===== config.mk =====
export PLATFORM = sky130hd
export DESIGN_NAME = predicate_speculation_resolver
export DESIGN_NICKNAME = d
export VERILOG_FILES = /design/src/rtl/predicate_speculation_resolver.sv
export SDC_FILE = /design/constraint.sdc
export NUM_CORES = 1
export LEC_CHECK = 0
export CAP_MARGIN = 20
export CORE_AREA = 8 8 69 77
export DETAILED_ROUTE_END_ITERATION = 16
export DIE_AREA = 0 0 77 85
export PLACE_DENSITY = 0.81
export RECOVER_POWER = 100
export SLEW_MARGIN = 20
export SYNTH_ARGS = -nofsm -noshare
export SYNTH_HDL_FRONTEND = slang
export SYNTH_SLANG_ARGS = --single-unit

===== constraint.sdc =====
create_clock -name clock -period 4.2 [get_ports clock]
set_input_delay 0.63 -clock clock [delete_from_list [all_inputs] [get_ports clock]]
set_output_delay 0.63 -clock clock [all_outputs]
set_load 0.02 [all_outputs]

===== src/rtl/predicate_speculation_resolver.sv =====
// Purpose: in-order checker for speculative predicate predictions; trains the predictor bank and squashes on mismatch.
// Latency: training outputs, mispredict and squash are registered (1 cycle after the resolving write).
// Backpressure: spec_ready drops when the FIFO is full or during FLUSH; resolves are never stalled. Stats: PREDICATE_SPECULATION_STATS_EN.
`ifndef TIA_NUM_PREDICATES
`define TIA_NUM_PREDICATES 8
`endif
`ifndef TIA_DI_WIDTH
`define TIA_DI_WIDTH 4
`endif

module predicate_speculation_resolver #(
    parameter int DEPTH        = 4,
    parameter int FLUSH_CYCLES = 2
) (
    input  logic                                   clock,
    input  logic                                   reset,
    input  logic                                   enable,
    input  logic                                   spec_valid,
    output logic                                   spec_ready,
    input  logic [$clog2(`TIA_NUM_PREDICATES)-1:0] spec_index,
    input  logic                                   spec_value,
    input  logic                                   resolve_valid,
    input  logic [`TIA_DI_WIDTH-1:0]               resolve_di,
    input  logic                                   resolve_value,
    output logic                                   datapath_write,
    output logic [`TIA_DI_WIDTH-1:0]               datapath_di,
    output logic                                   observed_value,
    output logic                                   mispredict,
    output logic                                   squash,
    output logic [$clog2(DEPTH+1)-1:0]             outstanding,
    output logic [15:0]                            resolved_count,
    output logic [15:0]                            mispredict_count
);
    localparam int IW = $clog2(`TIA_NUM_PREDICATES);
    localparam int PW = $clog2(DEPTH);
    localparam int OW = $clog2(DEPTH+1);
    localparam int CW = $clog2(FLUSH_CYCLES+1);
    localparam logic [OW-1:0] DEPTH_C = OW'(DEPTH);

    typedef enum logic {RUN, FLUSH} state_t;

    state_t          state;
    logic [CW-1:0]   flush_cnt;
    logic [PW-1:0]   wr_ptr, rd_ptr;
    logic [OW-1:0]   occ;
    logic [IW-1:0]   idx_q [DEPTH];
    logic            val_q [DEPTH];

    logic run_en, head_hit, miss, push;

    always_comb begin
        run_en   = enable && (state == RUN);
        head_hit = run_en && resolve_valid && (occ != '0) &&
                   (idx_q[rd_ptr] == resolve_di[IW-1:0]);
        miss     = head_hit && (val_q[rd_ptr] != resolve_value);
        // A full FIFO may still take a push when the head retires in the same cycle.
        push     = run_en && spec_valid && ((occ != DEPTH_C) || head_hit) && !miss;
    end

    assign spec_ready  = run_en && (occ != DEPTH_C);
    assign outstanding = occ;

    always_ff @(posedge clock) begin
        if (push) begin
            idx_q[wr_ptr] <= spec_index;
            val_q[wr_ptr] <= spec_value;
        end
    end

    always_ff @(posedge clock or negedge reset) begin
        if (!reset) begin
            state          <= RUN;
            flush_cnt      <= '0;
            wr_ptr         <= '0;
            rd_ptr         <= '0;
            occ            <= '0;
            datapath_write <= 1'b0;
            datapath_di    <= '0;
            observed_value <= 1'b0;
            mispredict     <= 1'b0;
            squash         <= 1'b0;
        end else if (enable) begin
            datapath_write <= resolve_valid;
            if (resolve_valid) begin
                datapath_di    <= resolve_di;
                observed_value <= resolve_value;
            end
            mispredict <= miss;
            case (state)
                RUN: begin
                    if (miss) begin
                        state     <= FLUSH;
                        squash    <= 1'b1;
                        flush_cnt <= CW'(FLUSH_CYCLES-1);
                        wr_ptr    <= '0;
                        rd_ptr    <= '0;
                        occ       <= '0;
                    end else begin
                        if (push)
                            wr_ptr <= wr_ptr + PW'(1);
                        if (head_hit)
                            rd_ptr <= rd_ptr + PW'(1);
                        if (push && !head_hit)
                            occ <= occ + OW'(1);
                        else if (!push && head_hit)
                            occ <= occ - OW'(1);
                    end
                end
                FLUSH: begin
                    if (flush_cnt == '0) begin
                        state  <= RUN;
                        squash <= 1'b0;
                    end else begin
                        flush_cnt <= flush_cnt - CW'(1);
                    end
                end
                default: state <= RUN;
            endcase
        end else begin
            datapath_write <= 1'b0;
            mispredict     <= 1'b0;
        end
    end

`ifdef PREDICATE_SPECULATION_STATS_EN
    always_ff @(posedge clock or negedge reset) begin
        if (!reset) begin
            resolved_count   <= '0;
            mispredict_count <= '0;
        end else begin
            if (head_hit && resolved_count != 16'hFFFF)
                resolved_count <= resolved_count + 16'd1;
            if (miss && mispredict_count != 16'hFFFF)
                mispredict_count <= mispredict_count + 16'd1;
        end
    end
`else
    assign resolved_count   = '0;
    assign mispredict_count = '0;
`endif
endmodule

==> metrics.yaml <==
synth_top_flop_cell: "sky130_fd_sc_hd__dfrtp_1"
gr-usage-met3_pct: 3.59
final_hold_viol_count: 0
cts.hold.buffers_added: 0
post_cts_buffers: 0
final_layout_size_suffix_gt1_share_pct: 11.9
p_leak_nw: 0.928
final.setup.tns_ns: 0
setup_crit_end_kind: "flip-flop"
synth_seq_cells: 34
cp.arrival_ns: 2.92
cts.sink_count: 34
tritoncts: "done"
antenna_found_initial: 0
synthMuxAreaShare_pct: 11.4
placement_rows: 25
postSynth.asyncResetShare_pct: 52.9
run_status: "completed"
layout_overhead_on_the_synthesized_area_pct: 12.5
timing.slew.headroom_pct: 43.3
first_global_vias: 1276
startpoint_type: "input pin"
syn-cell-area_mm2: 0.00193
synth_cells: 155
finalSetupViolations: 0
grt_setup_unrepaired: "false"
maxCapViolCount: 0
synth-compound-area-share_pct: 6.30
yosysSeqAreaShare_pct: 48.3
finalWeightedCongestion: 0.817
vias: 1151
yosys.area.top_type: "sky130_fd_sc_hd__edfxtp_1"
r2r_start: "rd_ptr[0]"
fmax_mhz: 337
antenna_cells_inserted: 0
timing.final.crit_share_pct: 70.6
io_buffer_count: 25
cts_buffers: 5
worst_reg_to_reg_cells: 8
timing.critical_path.fanout_max: 9
finish.net_count: 204
netlist.area_leader.share_pct: 24.9
vdd_drop_max_uv: 212
post_cts_resize_count: 0
hold-path-endpoint: "squash"
synth_top_family_by_area: "buffers and inverters"
min_delay_path_depth: 2
grt_overflow: 0
dpl_wire_length_um: 2630
global_route.usage.met1_pct: 9.98
measured_slew_at_the_worst_slew_check_pin_ns: 0.848
clockRootBuffer: "sky130_fd_sc_hd__clkbuf_8"
drcViolationCount: 0
power.density_mw_per_mm2: 550
mostFrequentLayoutCells: "sky130_fd_sc_hd__conb_1 (32), sky130_fd_sc_hd__dfrtp_1 (18), sky130_fd_sc_hd__dlygate4sd3_1 (18)"
clkLatencyLatePin_ns: 0.28
grt_max_degree: 19
drt-initial-drc-count: 75
core_region_area_mm2: 0.00413
pin_count: 58
n_fill_cell: 381
final_common_cell: "sky130_fd_sc_hd__conb_1"
pre_repair_dr_iteration_count: 4
via_per_inst: 4.82
hold_path_startpoint: "squash"
crit_required_ns: 4.16
clk_transition_reported_paths_ns: 0.07
worstReg2RegEnd: "outstanding[2]"
clock_skew_ns: 0.00730
synthAdderAreaFrac_pct: 4.29
timing_max_transition_violations_final: 0
grt.busiest_layer: "met2"
chipWidth_um: 77
cts.path.max_buffers: 2
period_minus_slack_ns: 2.97
floorplan.initialDensity_pct: 46.7
synth.avg_cell_area_um2: 12.4
cts.htree.levels: 2
route.detailed.wl_per_inst_um: 14.5
worst_hold_slack_ns: 0.479
grt_first_pass_wirelength_um: 5860
drt_wl_total_um: 3480
overall_fraction_of_global_route_tracks_in_use_pct: 11.1
setup.reg_to_reg.worst_slack_ns: 1.33
synth_top_cells_by_area: "sky130_fd_sc_hd__edfxtp_1 (25%), sky130_fd_sc_hd__dfrtp_1 (23%), sky130_fd_sc_hd__buf_4 (12%), sky130_fd_sc_hd__mux4_2 (4.7%), sky130_fd_sc_hd__mux2_2 (4.1%)"
timing.setup.critical_path_class: "input pin to flip-flop"
synth.distinct_cells: 39
count_of_flip_flops_with_a_built_in_enable_after_synthesis: 16
hold_class: "flip-flop to flip-flop"
dieArea_mm2: 0.00655
synth_area_in_xor_xnor_pct: 4.22
synth_simple_gate_area_share_pct: 10.5
vertical_die_dimension_um: 85
grt_util_met2_pct: 20.2
route.antenna.remaining_nets: 0
synth_warnings: 0
-- layer usage --
| layer | vias to the layer above | part of all wire (%) |
|---|---|---|
| met3 | 11 | 6.0 |
| li1 | 540 | - |
| met1 | 565 | 35 |
| met5 | - | 0 |
| met4 | 0 | 3.8 |
| met2 | 35 | 55 |
-- sequential cells by signal, indices dropped and copies added (netlist names) --
signal,flops
idx_q,12
datapath_di,4
val_q,4
outstanding,3
flush_cnt,2
rd_ptr,2
wr_ptr,2
datapath_write,1
mispredict,1
observed_value,1
squash,1
state,1
-- how the worst max path moves through the flow --
| stage | startpoint | to | slack (ns) |
|---|---|---|---|
| after detailed placement | enable | outstanding[2] | 1.15 |
| final | enable | val_q[0] | 1.23 |
| after global routing | enable | val_q[0] | 1.08 |
| after CTS | rd_ptr[0] | outstanding[2] | 1.31 |
| after floorplan | rd_ptr[0] | outstanding[2] | 1.64 |
| after global placement | enable | outstanding[2] | 1.22 |
-- Yosys cell counts, drive strengths merged (2+ instances only) --
| cell | number |
|---|---|
| a21oi | 2 |
| mux2 | 7 |
| edfxtp | 16 |
| and2 | 4 |
| nor2 | 4 |
| nand2 | 15 |
| inv | 8 |
| nand3b | 2 |
| dfrtp | 18 |
| nand2b | 2 |
| ha | 5 |
| o21ai | 4 |
| o2111ai | 2 |
| buf | 33 |
| mux4 | 4 |
| xnor2 | 4 |
| o22ai | 2 |
| mux2i | 5 |
-- critical path: stages --
cell and delay (ns):
sky130_fd_sc_hd__dlygate4sd3_1 0.69, sky130_fd_sc_hd__nand3b_1 0.17, sky130_fd_sc_hd__nor4_1 0.42, sky130_fd_sc_hd__o2111ai_1 0.31, sky130_fd_sc_hd__a21oi_1 0.35, sky130_fd_sc_hd__and2_0 0.35
-- through the flow --
stage	utilization, %	cell area, um^2	power (mW)	std cells	worst slack, ns
floorplan	-	2040	0.858	186	1.64
global placement	51.0	2110	0.961	231	1.22
detailed placement	51.0	2110	0.974	231	1.15
CTS	53.2	2200	1.23	239	1.31
global route	52.5	2170	1.28	239	1.08
finish	52.5	2170	1.19	239	1.23
-- logic make-up after synthesis --
kind of cell    Yosys count
compound gates           15
xor+xnor                  5
fa+ha+maj                 6
buf+inv                  42
flops                    34
mux                      16
other cells               1
simple gates             36
-- power breakdown --
group	total, mW	internal, mW	switching [mW]	leakage [nW]
Clock	0.243	0.133	0.109	0.0455
Combinational	0.468	0.207	0.262	0.518
Sequential	0.483	0.420	0.0625	0.365
Total	1.19	0.760	0.433	0.928
-- final cells by class --
| type | count | area [um^2] | area share, % |
|---|---|---|---|
| clock buffer | 8 | 90.1 | 4.15 |
| timing repair buffer | 25 | 250 | 11.5 |
| multi-input combinational | 110 | 800 | 36.9 |
| sequential | 34 | 931 | 42.9 |
| inverter | 8 | 30.0 | 1.38 |
| tap | 54 | 67.6 | 3.12 |
Power figures use the tool's default switching activity.
